`src/rtl/ifu_fetch_pkg.sv`:
```
// Shared types and constants for the instruction-fetch stage.
// The optional fetch-window check (ALIGN_CHECK_EN) adds the window defaults and helper.
package ifu_fetch_pkg;

  typedef enum logic [1:0] {
    S_IDLE = 2'd0,
    S_REQ  = 2'd1,
    S_WAIT = 2'd2,
    S_HOLD = 2'd3
  } ifu_state_e;

  localparam logic [31:0] PC_RESET_DEF = 32'h0000_3000;

`ifdef ALIGN_CHECK_EN
  localparam logic [31:0] IM_BASE_DEF  = 32'h0000_3000;
  localparam logic [31:0] IM_BYTES_DEF = 32'h0000_4000;

  // 33-bit compare so a window ending at 2^32 does not wrap
  function automatic logic in_window(input logic [31:0] a,
                                     input logic [31:0] base,
                                     input logic [31:0] bytes);
    return ({1'b0, a} >= {1'b0, base}) &&
           ({1'b0, a} <  ({1'b0, base} + {1'b0, bytes}));
  endfunction
`endif

endpackage

```
`src/rtl/ifu_fetch_if.sv`:
```
// Fetch-stage bus bundle: instruction-memory request/response and the decode handoff.
// master = fetch stage, slave = memory plus decode side.
interface ifu_fetch_if;

  logic        imem_req_valid;
  logic        imem_req_ready;
  logic [31:0] imem_addr;
  logic        imem_rsp_valid;
  logic [31:0] imem_rsp_data;
  logic        instr_valid;
  logic        instr_ready;
  logic [31:0] instr;
  logic [31:0] instr_pc;
  logic        instr_exc_adel;

  modport master (
    output imem_req_valid, imem_addr,
    input  imem_req_ready, imem_rsp_valid, imem_rsp_data,
    output instr_valid, instr, instr_pc, instr_exc_adel,
    input  instr_ready
  );

  modport slave (
    input  imem_req_valid, imem_addr,
    output imem_req_ready, imem_rsp_valid, imem_rsp_data,
    input  instr_valid, instr, instr_pc, instr_exc_adel,
    output instr_ready
  );

endinterface

```
`src/rtl/ifu_fetch.sv`:
```
// Fetch stage owning the PC: one memory fetch per instruction, held for decode; 3 cycles minimum.
// Stalls on req_ready/rsp_valid/instr_ready; ALIGN_CHECK_EN adds an address-fault path skipping memory.
module ifu_fetch
  import ifu_fetch_pkg::*;
#(
  parameter logic [31:0] RESET_PC = PC_RESET_DEF
`ifdef ALIGN_CHECK_EN
  , parameter logic [31:0] IM_BASE  = IM_BASE_DEF
  , parameter logic [31:0] IM_BYTES = IM_BYTES_DEF
`endif
) (
  input  logic         clk,
  input  logic         reset_n,
  input  logic [31:0]  npc,
  output logic [31:0]  pc,
  output logic [31:0]  fetch_count,
  ifu_fetch_if.master  bus
);

  ifu_state_e state, state_nxt;
  logic       fault;
  logic       fault_take;
  logic       rsp_fire;
  logic       hold_fire;
  logic [31:0] instr_q;

`ifdef ALIGN_CHECK_EN
  assign fault         = (pc[1:0] != 2'b00) || !in_window(pc, IM_BASE, IM_BYTES);
  assign bus.imem_addr = {pc[31:2], 2'b00};
`else
  assign fault         = 1'b0;
  assign bus.imem_addr = pc;
`endif

  assign fault_take = (state == S_REQ) && fault;
  assign rsp_fire   = (state == S_WAIT) && bus.imem_rsp_valid;
  assign hold_fire  = (state == S_HOLD) && bus.instr_ready;

  always_ff @(posedge clk or negedge reset_n) begin
    if (!reset_n) state <= S_IDLE;
    else          state <= state_nxt;
  end

  always_comb begin
    state_nxt = state;
    case (state)
      S_IDLE: state_nxt = S_REQ;
      S_REQ: begin
        if (fault)                   state_nxt = S_HOLD;
        else if (bus.imem_req_ready) state_nxt = S_WAIT;
      end
      S_WAIT: if (bus.imem_rsp_valid) state_nxt = S_HOLD;
      S_HOLD: if (bus.instr_ready)    state_nxt = S_REQ;
      default: state_nxt = S_IDLE;
    endcase
  end

  always_comb begin
    bus.imem_req_valid = 1'b0;
    bus.instr_valid    = 1'b0;
    case (state)
      S_REQ:   bus.imem_req_valid = !fault;
      S_HOLD:  bus.instr_valid    = 1'b1;
      default: ;
    endcase
  end

  always_ff @(posedge clk or negedge reset_n) begin
    if (!reset_n)       pc <= RESET_PC;
    else if (hold_fire) pc <= npc;
  end

  always_ff @(posedge clk or negedge reset_n) begin
    if (!reset_n)       fetch_count <= 32'd0;
    else if (hold_fire) fetch_count <= fetch_count + 32'd1;
  end

  // A faulting fetch hands decode a nop instead of touching memory
  always_ff @(posedge clk or negedge reset_n) begin
    if (!reset_n)        instr_q <= 32'd0;
    else if (rsp_fire)   instr_q <= bus.imem_rsp_data;
    else if (fault_take) instr_q <= 32'd0;
  end

`ifdef ALIGN_CHECK_EN
  logic exc_q;
  always_ff @(posedge clk or negedge reset_n) begin
    if (!reset_n)        exc_q <= 1'b0;
    else if (rsp_fire)   exc_q <= 1'b0;
    else if (fault_take) exc_q <= 1'b1;
  end
  assign bus.instr_exc_adel = exc_q;
`else
  assign bus.instr_exc_adel = 1'b0;
`endif

  assign bus.instr    = instr_q;
  assign bus.instr_pc = pc;

endmodule

```
`src/flat_wrapper.sv`:
```
// flat-port wrapper written by rule: the top's interface ports become plain ports
module ifu_fetch_flat import ifu_fetch_pkg::*;
#(
  parameter logic [31:0] RESET_PC = PC_RESET_DEF

)
  (clk, reset_n, npc, pc, fetch_count, bus_imem_req_valid, bus_imem_addr, bus_imem_req_ready, bus_imem_rsp_valid, bus_imem_rsp_data, bus_instr_valid, bus_instr, bus_instr_pc, bus_instr_exc_adel, bus_instr_ready);
  ifu_fetch_if bus_i ();
  input  logic clk;
  input  logic reset_n;
  input  logic [31:0] npc;
  output logic [31:0] pc;
  output logic [31:0] fetch_count;
  output wire logic [$bits(bus_i.imem_req_valid)-1:0] bus_imem_req_valid;
  output wire logic [$bits(bus_i.imem_addr)-1:0] bus_imem_addr;
  input wire logic [$bits(bus_i.imem_req_ready)-1:0] bus_imem_req_ready;
  input wire logic [$bits(bus_i.imem_rsp_valid)-1:0] bus_imem_rsp_valid;
  input wire logic [$bits(bus_i.imem_rsp_data)-1:0] bus_imem_rsp_data;
  output wire logic [$bits(bus_i.instr_valid)-1:0] bus_instr_valid;
  output wire logic [$bits(bus_i.instr)-1:0] bus_instr;
  output wire logic [$bits(bus_i.instr_pc)-1:0] bus_instr_pc;
  output wire logic [$bits(bus_i.instr_exc_adel)-1:0] bus_instr_exc_adel;
  input wire logic [$bits(bus_i.instr_ready)-1:0] bus_instr_ready;
  assign bus_imem_req_valid = bus_i.imem_req_valid;
  assign bus_imem_addr = bus_i.imem_addr;
  assign bus_i.imem_req_ready = bus_imem_req_ready;
  assign bus_i.imem_rsp_valid = bus_imem_rsp_valid;
  assign bus_i.imem_rsp_data = bus_imem_rsp_data;
  assign bus_instr_valid = bus_i.instr_valid;
  assign bus_instr = bus_i.instr;
  assign bus_instr_pc = bus_i.instr_pc;
  assign bus_instr_exc_adel = bus_i.instr_exc_adel;
  assign bus_i.instr_ready = bus_instr_ready;
  ifu_fetch #(.RESET_PC(RESET_PC)) u_core (.clk(clk), .reset_n(reset_n), .npc(npc), .pc(pc), .fetch_count(fetch_count), .bus(bus_i));
endmodule
```
`config.mk`:
```
export PLATFORM = sky130hd
export DESIGN_NAME = ifu_fetch_flat
export DESIGN_NICKNAME = d
export VERILOG_FILES = /design/src/rtl/ifu_fetch_pkg.sv /design/src/rtl/ifu_fetch_if.sv /design/src/rtl/ifu_fetch.sv /design/src/flat_wrapper.sv
export SDC_FILE = /design/constraint.sdc
export NUM_CORES = 1
export LEC_CHECK = 0
export ABC_AREA = 1
export BUFFER_PORTS_ARGS = -buffer_cell sky130_fd_sc_hd__buf_2
export CAP_MARGIN = 20
export CORE_UTILIZATION = 40
export CTS_CLUSTER_DIAMETER = 40
export DETAILED_ROUTE_END_ITERATION = 8
export PLACE_DENSITY_LB_ADDON = 0.05
export SYNTH_ARGS = -nofsm -noshare
export SYNTH_HDL_FRONTEND = slang
export SYNTH_SLANG_ARGS = --single-unit
export TNS_END_PERCENT = 30
```
`constraint.sdc`:
```
create_clock -name clk -period 1.9 [get_ports clk]
set_input_delay 0.38 -clock clk [delete_from_list [all_inputs] [get_ports clk]]
set_output_delay 0.38 -clock clk [all_outputs]
set_load 0.02 [all_outputs]
```
---- Word level (Yosys, flattened, before mapping) ----
Index checks and enable logic that the tools add are counted.
storage, ports and cells
  output and inout port bits .............. 163
  input port bits ......................... 69
  bits in registers ....................... 98
  logic and storage cells ................. 21
cells by class
  reduce and logical (&&, ||, !) cells .... 4
  add/subtract/negate cells ............... 1
  equality and inequality tests ........... 6
  multiplexer cells ....................... 6
operator list
  operator                                        count
  adder 32 x 1 -> 32 bit (second input constant)  1
  case mux 2 bit (4 select lines)                 1
  two-way mux 2 bit                               3
  != test 2 bit (second input constant)           3
  == test 2 bit (second input constant)           2
  AND reduction 3 bit                             1
  == test 2 x 1 -> 1 bit (second input constant)  1
  logical AND 1 bit                               2
  logical NOT 2 bit                               1
  two-way mux 1 bit                               2

---- Depth between registers and ports, before layout ----
Gate-level depths: netlist of the first run.
  depth in word-level cells ............... 3
  gate-level depth with buffers ........... 9
  gate-level depth less buffers ........... 9

---- Worst setup path before layout of the first run ----
OpenSTA, ideal clock, no wires.
  path kind ............................... register -> register
  from .................................... register u_core.state[0]
  to ...................................... register u_core.fetch_count[22]
  setup time .............................. 0.131 ns
  cell stages (with the launch flop) ...... 8
  buffers on the path ..................... 0
  arrival time ............................ 1.457 ns
  period minus slack after synthesis ...... 1.588 ns
  required time ........................... 1.769 ns
  setup slack ............................. 0.312 ns
  cells stage by stage .................... dfrtp_1 > ha_1 > nand2_2 > nor2_4 > nand2_4 > nor2_8 > nand2_2 > xnor2_2
on the way
  cells in the longest elaborated chain, start to end .. 2
ends and longest elaborated chain
  element                 RTL line         text
  start, declared         ifu_fetch.sv:20  ifu_state_e state, state_nxt;
  start signal, assigned  ifu_fetch.sv:41  else state <= state_nxt;
  == test 2 bit           ifu_fetch.sv:37  assign hold_fire = (state == S_HOLD) && bus.instr_ready;
  logical AND 1 bit       ifu_fetch.sv:37
  end signal, assigned    ifu_fetch.sv:75  else if (hold_fire) fetch_count <= fetch_count + 32'd1;
  end, declared           ifu_fetch.sv:16  output logic [31:0] fetch_count,
Every way passes these cells.
A chain may end at the register's enable or synchronous reset.

---- Final worst setup path of the first run ----
  from .................................... register u_core.state[1]
  to ...................................... register u_core.fetch_count[22]
Same word-level chain as after synthesis.

==> results of run 1 <==
==> registers in the layout (all words and copies together), names as in the netlist <==
signal	count
u_core.bus.imem_addr	32
u_core.state	2
u_core.bus.instr	32
u_core.fetch_count	32
==> worst min path at each step <==
stage          startpoint                        to  slack [ns]
2_1_floorplan     reset_n   u_core.bus.imem_addr[0]        0.08
3_3_place_gp      reset_n  u_core.bus.imem_addr[31]        0.32
3_5_place_dp      reset_n  u_core.bus.imem_addr[31]        0.32
4_1_cts           npc[31]  u_core.bus.imem_addr[31]        0.22
5_1_grt           npc[10]  u_core.bus.imem_addr[10]        0.22
6_report          npc[31]  u_core.bus.imem_addr[31]        0.23
==> cells by family (layout without fill, tap and decap cells) <==
logic type | Yosys count | after routing
AOI/OAI and AO/OA | 3 | 3
DFF | 98 | 98
buffers and inverters | 105 | 282
adders and majority gates | 4 | 4
muxes | 32 | 32
xor gates and xnor gates | 21 | 21
and+or+nand+nor | 227 | 227
other | 1 | 1
==> power by group through the flow <==
stage	registers [mW]	logic [mW]	clock network [mW]
detailed placement	3.44	4.48	0
global route	3.51	4.75	2.11
floorplan	4.26	2.75	0
finish	3.40	4.43	1.98
CTS	3.41	4.49	2.04
global placement	3.40	4.48	0
==> worst max-delay path, cell delays in order (launching register included) <==
cell and delay (ns):
dfrtp_1 0.40, ha_1 0.21, nand2_2 0.18, nor2_4 0.19
nand2_4 0.11, nor2_8 0.21, nand2_2 0.09, xnor2_2 0.14
==> metal layers <==
metal,wire [um],global-route usage (%)
met1,4610,23.3
met3,622,3.28
met2,5550,31.8
met4,176,7.84
met5,0,0
==> synth_stat cells, types with 2 or more instances <==
| master | instances |
|---|---|
| mux2_2 | 32 |
| xnor2_1 | 12 |
| nand4_1 | 10 |
| dfstp_2 | 2 |
| nand2_1 | 158 |
| clkbuf_1 | 3 |
| nand2_4 | 2 |
| dfrtp_1 | 96 |
| nand3_1 | 11 |
| xor2_1 | 8 |
| buf_2 | 7 |
| nand3_2 | 3 |
| nand2_2 | 4 |
| buf_4 | 65 |
| nor2_1 | 22 |
| nor3_1 | 3 |
| nor2_2 | 3 |
| inv_1 | 29 |
| o21ai_0 | 2 |
| nor2_4 | 6 |
| ha_1 | 4 |
==> metrics by stage <==
step                total power [mW]  hold slack, ns  setup slack [ns]  util, %  instance area (um^2)
floorplan                       7.01          0.0844             0.312        -                  4760
global placement                7.88           0.317             0.323     48.8                  5620
detailed placement              7.93           0.319             0.259     48.8                  5620
CTS                             9.94           0.217             0.251     51.7                  5960
global route                    10.4           0.224             0.107     51.7                  5960
finish                          9.81           0.228             0.259     51.7                  5960
==> final cells by class <==
type                            instances  area (um^2)
Fill cell                            1118         5560
Multi-Input combinational cell        288         1660
Inverter                               30          113
Clock buffer                            9          225
Timing Repair Buffer                  236         1230
Clock inverter                          7          103
Tap cell                              143          179
Sequential cell                        98         2450
==> summary.md, run 1 <==
| Metric | Value |
|---|---|
| Via count of the first global-routing pass | roughly 3600 |
| First-pass GRT wire length | approximately 18 mm |
| Synth unique cells | 30 |
| Highest-count cells in the layout ignoring fill and taps | buf_2 (229), nand2_1 (158), dfrtp_1 (96) |
| Failing checks | design-rule violations |
| Crit Path Max Fanout | 10 |
| Mux share of post-synthesis cell area | about 7.6% |
| ANT cells | 0 |
| XOR/XNOR share of the synthesized area | 4.02% |
| CTS buffer count | 9 |
| Leading post-synthesis cells by cell area | dfrtp_1 (50%), nand2_1 (12%), buf_4 (10%) |
| H-tree depth | 3 |
| Hold path cells | 3 |
| Final Skew | around 0.0045 ns |
| Yosys reg bits | 98 |
| Synth Flop Type | dfrtp_1 |
| Total track usage | 18.6% |
| Most common cell after layout, fill and taps aside | buf_2 |
| Ys async rst share | 100% |
| Count of clock tree sinks | 98 |
| Critical Path End Type | flip-flop |
| Row cnt | 39 |
| Power per cell area | between 1500 and 2000 nW/um^2 |
| Synth Area per Inst | 9.70 um^2 |
| Sequential share of power | approximately a third |
| Cts hold-fix bufs | 1 |
| Crit share post-route | between 80% and 90% |
| Wire per inst | approximately 14 um |
| Min-delay worst type | input port to flip-flop |
| Setup TNS | 0 ns |
| Post-Syn Area | roughly 4800 um^2 |
| DIE HEIGHT | about 110 um |
| CTS Root Cell | clkbuf_16 |
| Logic pwr share | between 40% and 50% |
| Arr. time, crit path | 1.87 ns |
| Share of cells above drive strength 1 | between 40% and 50% |
| Main combinational cell family by area after synthesis | simple AND/OR/NAND/NOR gates |
| Setup bufs post-CTS | 0 |
| Post-Synth Adder-Cell Area | 1.05% |
| Finished Layout Cells | approximately 800 |
| Critical Path Start Type | flip-flop |
| Synth Warn # | 0 |
| Initial antenna violation count | 0 |
| Worst r2r dst | u_core.fetch_count[22] |
| Max IR drop VDD | ~0.77 mV |
| Vias | between 3000 and 4000 |
| Internal | between 5 and 6 mW |
| Clk slew on worst S/H paths | about 0.07 ns |
| RR Startpoint | u_core.state[1] |
| Crit path to | u_core.fetch_count[22] |
| CTS tree | yes |
| CTS max path bufs | 2 |
| Vias/cell | 4.55 |
| Area growth from synthesis to layout | 25.2% |
| Final critical-path required period | around 1.6 ns |
| Max Cap Viol | 0 |
| Syn_nets | around 560 |
| Die Wd | 111 um |
| NumNets Final | between 700 and 800 |
| Pins Over Slew Limit | 0 |
| Worst skew pair latency | between 0.3 and 0.4 ns |
| Core area | 11500 um^2 |
| Peak Freq | slightly above 0.6 GHz |
| # setup viols final | 0 |
| Worst R2R Setup Slack | between 0.2 and 0.3 ns |
| Reg2reg path depth | 7 |
| Area fraction of the dominant cell type after synthesis | between 50 and 60% |
| Lkg Pwr | approximately 3.3 nW |
| Unrepaired setup endpoints after global routing | false |
| Final Hold Viols | 0 |
| Drc violations | 40 |
| WS Path Type | flip-flop to flip-flop |
| Grt total ovfl | 0 |
| CP Launch Point | u_core.state[1] |
| Sw Ratio | about 43% |
| Sequential area share after synthesis | roughly 52% |
| EDFF count, synth | 0 |
| Simple-Gate Fraction of Synth Area | 21.7% |
| Area fraction in compound gates after synthesis | 0.394% |
| Post-cts sizing count | 0 |
| Net switching power figure | between 4 and 5 mW |
| Post-DP HPWL | 8.21 mm |
| Starting density of the core | approximately two fifths |
| Iteration-0 DRC count of the detailed router | 175 |
| Number of port buffers | between 200 and 250 |
| Synth area leader | dfrtp_1 |
| Dpl cells | 794 |
| Largest net degree at the start of global routing | 55 |
| TritonRoute pass-1 iters | 6 |
| Clock network power share | approximately a fifth |
| Post-Route WL | 11.0 mm |
| Number of top-level pins | about 230 |
| Post-DRT Antenna Nets | 0 |
| Cells after synthesis | ~490 |
| Final Wtd Congestion | approximately 0.80 |
| Critical path required time | ~2.1 ns |
| Area of the die | 12300 um^2 |
| Status | complete, but fails checks |
No activity file was read; power rests on OpenSTA's default activity.
==> inputs of run 2 (changes only) <==
--- a/config.mk
+++ b/config.mk
@@ -6,8 +6,9 @@
 export NUM_CORES = 1
 export LEC_CHECK = 0
 export ABC_AREA = 1
-export BUFFER_PORTS_ARGS = -buffer_cell sky130_fd_sc_hd__buf_2
+export BUFFER_PORTS_ARGS = -buffer_cell sky130_fd_sc_hd__clkbuf_2
 export CAP_MARGIN = 20
+export CORE_MARGIN = 3
 export CORE_UTILIZATION = 40
 export CTS_CLUSTER_DIAMETER = 40
 export DETAILED_ROUTE_END_ITERATION = 8
==> summary.md, run 2 (same netlist as run 1, synthesis figures left out) <==
| Metric | Value |
|---|---|
| Count of clock tree sinks | 98 |
| Most common cell after layout, fill and taps aside | clkbuf_2 |
| Peak Freq | 0.608 GHz |
| NumNets Final | 734 |
| Largest net degree at the start of global routing | 36 |
| # setup viols final | 0 |
| Cell mode on critical path | nand2_1 |
| Share of cells above drive strength 1 | a little under half |
| Starting density of the core | 41.3% |
| Vias | between 3000 and 4000 |
| Area growth from synthesis to layout | 25.9% |
| Critical Path Start Type | flip-flop |
| Total Power | roughly 10 mW |
| Cell Area, Placed | roughly 5600 um^2 |
| Slew @ Worst Pin | slightly below 0.6 ns |
| Critical path required time | 2.18 ns |
| Cts hold-fix bufs | 0 |
| CP Cell Sequence | ha_1, nand2_2, inv_2, nand4_1, nand2_1, nand2_1, inv_1 |
| TritonRoute pass-1 iters | 4 |
| Iteration-0 DRC count of the detailed router | 187 |
| Wire per inst | roughly 14 um |
| Failing checks | negative hold slack |
| Slew margin rel. | ~61% |
| Status | complete, but fails checks |
| CTS Root Cell | clkbuf_16 |
| Setup bufs post-CTS | 0 |
| Crit share post-route | 86.6% |
| Vias/cell | 4.52 |
| Worst skew pair latency | 0.34 ns |
| Unrepaired setup endpoints after global routing | false |
| Min-delay worst type | input port to asynchronous set/reset pin |
| Arr. time, crit path | just under 2 ns |
| Fin Hold WS | -0.00514 ns |
| Total track usage | 16.8% |
| Post-route setup slack | between 0.2 and 0.3 ns |
| Row cnt | 39 |
| Clk slew on worst S/H paths | roughly 0.070 ns |
| Grt total ovfl | 0 |
| DIE HEIGHT | roughly 120 um |
| Initial antenna violation count | 0 |
| First-pass GRT wire length | 17.3 mm |
| Critical Path End Type | flip-flop |
| Pins Over Slew Limit | 0 |
| Max IR drop VDD | just under 1 mV |
| Die Wd | around 120 um |
| Final critical-path required period | 1.65 ns |
| Final Skew | around 0.0044 ns |
| Number of port buffers | 230 |
| Final Hold Viols | 6 |
| Pre-CTS setup slack | 0.228 ns |
| CTS max path bufs | 2 |
| H-tree depth | 3 |
| Setup TNS | 0 ns |
| Drc violations | 0 |
| Post-cts sizing count | 0 |
| CTS buffer count | 9 |
| Slowest cell on crit path | inv_2 |
| Power per cell area | 1680 nW/um^2 |
| Post-DP HPWL | about 8.6 mm |
| Final Wtd Congestion | 0.807 |
| Number of top-level pins | ~230 |
| Slowest stage delay, CP | between 0.4 and 0.5 ns |
| Area of the die | 13200 um^2 |
| CTS tree | yes |
| Highest-count cells in the layout ignoring fill and taps | clkbuf_2 (229), nand2_1 (158), dfrtp_1 (96) |
| Crit Path Max Fanout | 35 |
| ANT cells | 0 |
| Max Cap Viol | 0 |
| Via count of the first global-routing pass | roughly 3500 |
| Cell area after layout | approximately 6000 um^2 |
| WS Path Type | flip-flop to flip-flop |
| Post-Route WL | between 10 and 15 mm |
| Post-DRT Antenna Nets | 0 |
| Lkg Pwr | 3.34 nW |
| Core area | between 10000 and 15000 um^2 |
run 2: cell types whose count changed in the layout (fill, tap and decap cells not counted), sizes merged:
cell	previous run	this run
clkinv	3	2
clkbuf	9	238
buf	235	5
inv	31	30
dlygate4sd3	1	0
bufinv	2	4
run 2: power breakdown:
group | leakage, nW | switching (mW) | internal [mW]
Combinational | 1.93 | 2.89 | 1.51
Sequential | 1.23 | 0.604 | 2.84
Clock | 0.176 | 0.784 | 1.42
run 2: final cells by class:
type / count / area [um^2]
fill: 1101 / 5520
sequential: 98 / 2450
multi-input combinational: 288 / 1660
timing repair buffer: 234 / 1220
clock buffer: 9 / 225
tap: 143 / 179
clock inverter: 7 / 141
inverter: 30 / 113
run 2: path summary, 6_finish.rpt:
path | start | end | slack [ns] | cells after the start
min | reset_n | u_core.bus.imem_addr[17] | -0.005 | 1
min in group clk | npc[13] | u_core.bus.imem_addr[13] | 0.22 | 3
max | u_core.state[0] | u_core.fetch_count[28] | 0.25 | 7
min reg2reg | u_core.bus.imem_addr[13] | u_core.bus.imem_addr[13] | 0.50 | 2
max in group asynchronous | reset_n | u_core.bus.imem_addr[5] | 1.33 | 2
max reg2reg | u_core.state[0] | u_core.fetch_count[28] | 0.25 | 7
run 2: stage by stage:
stage | std cells | hold WS [ns] | utilization (%)
3_5_place_dp | 793 | 0.381 | 48.9
6_report | 809 | -0.00514 | 52.0
3_3_place_gp | 793 | 0.379 | 48.9
5_1_grt | 809 | 0.0161 | 52.0
2_1_floorplan | 491 | 0.0844 | -
4_1_cts | 809 | 0.00449 | 52.0
run 2: layer usage:
metal,vias up,track usage [%],wire (um)
li1,1805,-,-
met1,1707,20.7,4610
met2,134,28.0,5600
met3,12,4.42,761
met4,0,6.81,179
met5,-,0,0
run 2: worst max-delay path: cells and delay by family, from the launching register on:
kind                     cells  cell delay, ns
flip-flops                   1            0.40
adder cells (fa/ha/maj)      1            0.21
AND/OR/NAND/NOR              4            0.45
buffers and inverters        2            0.52
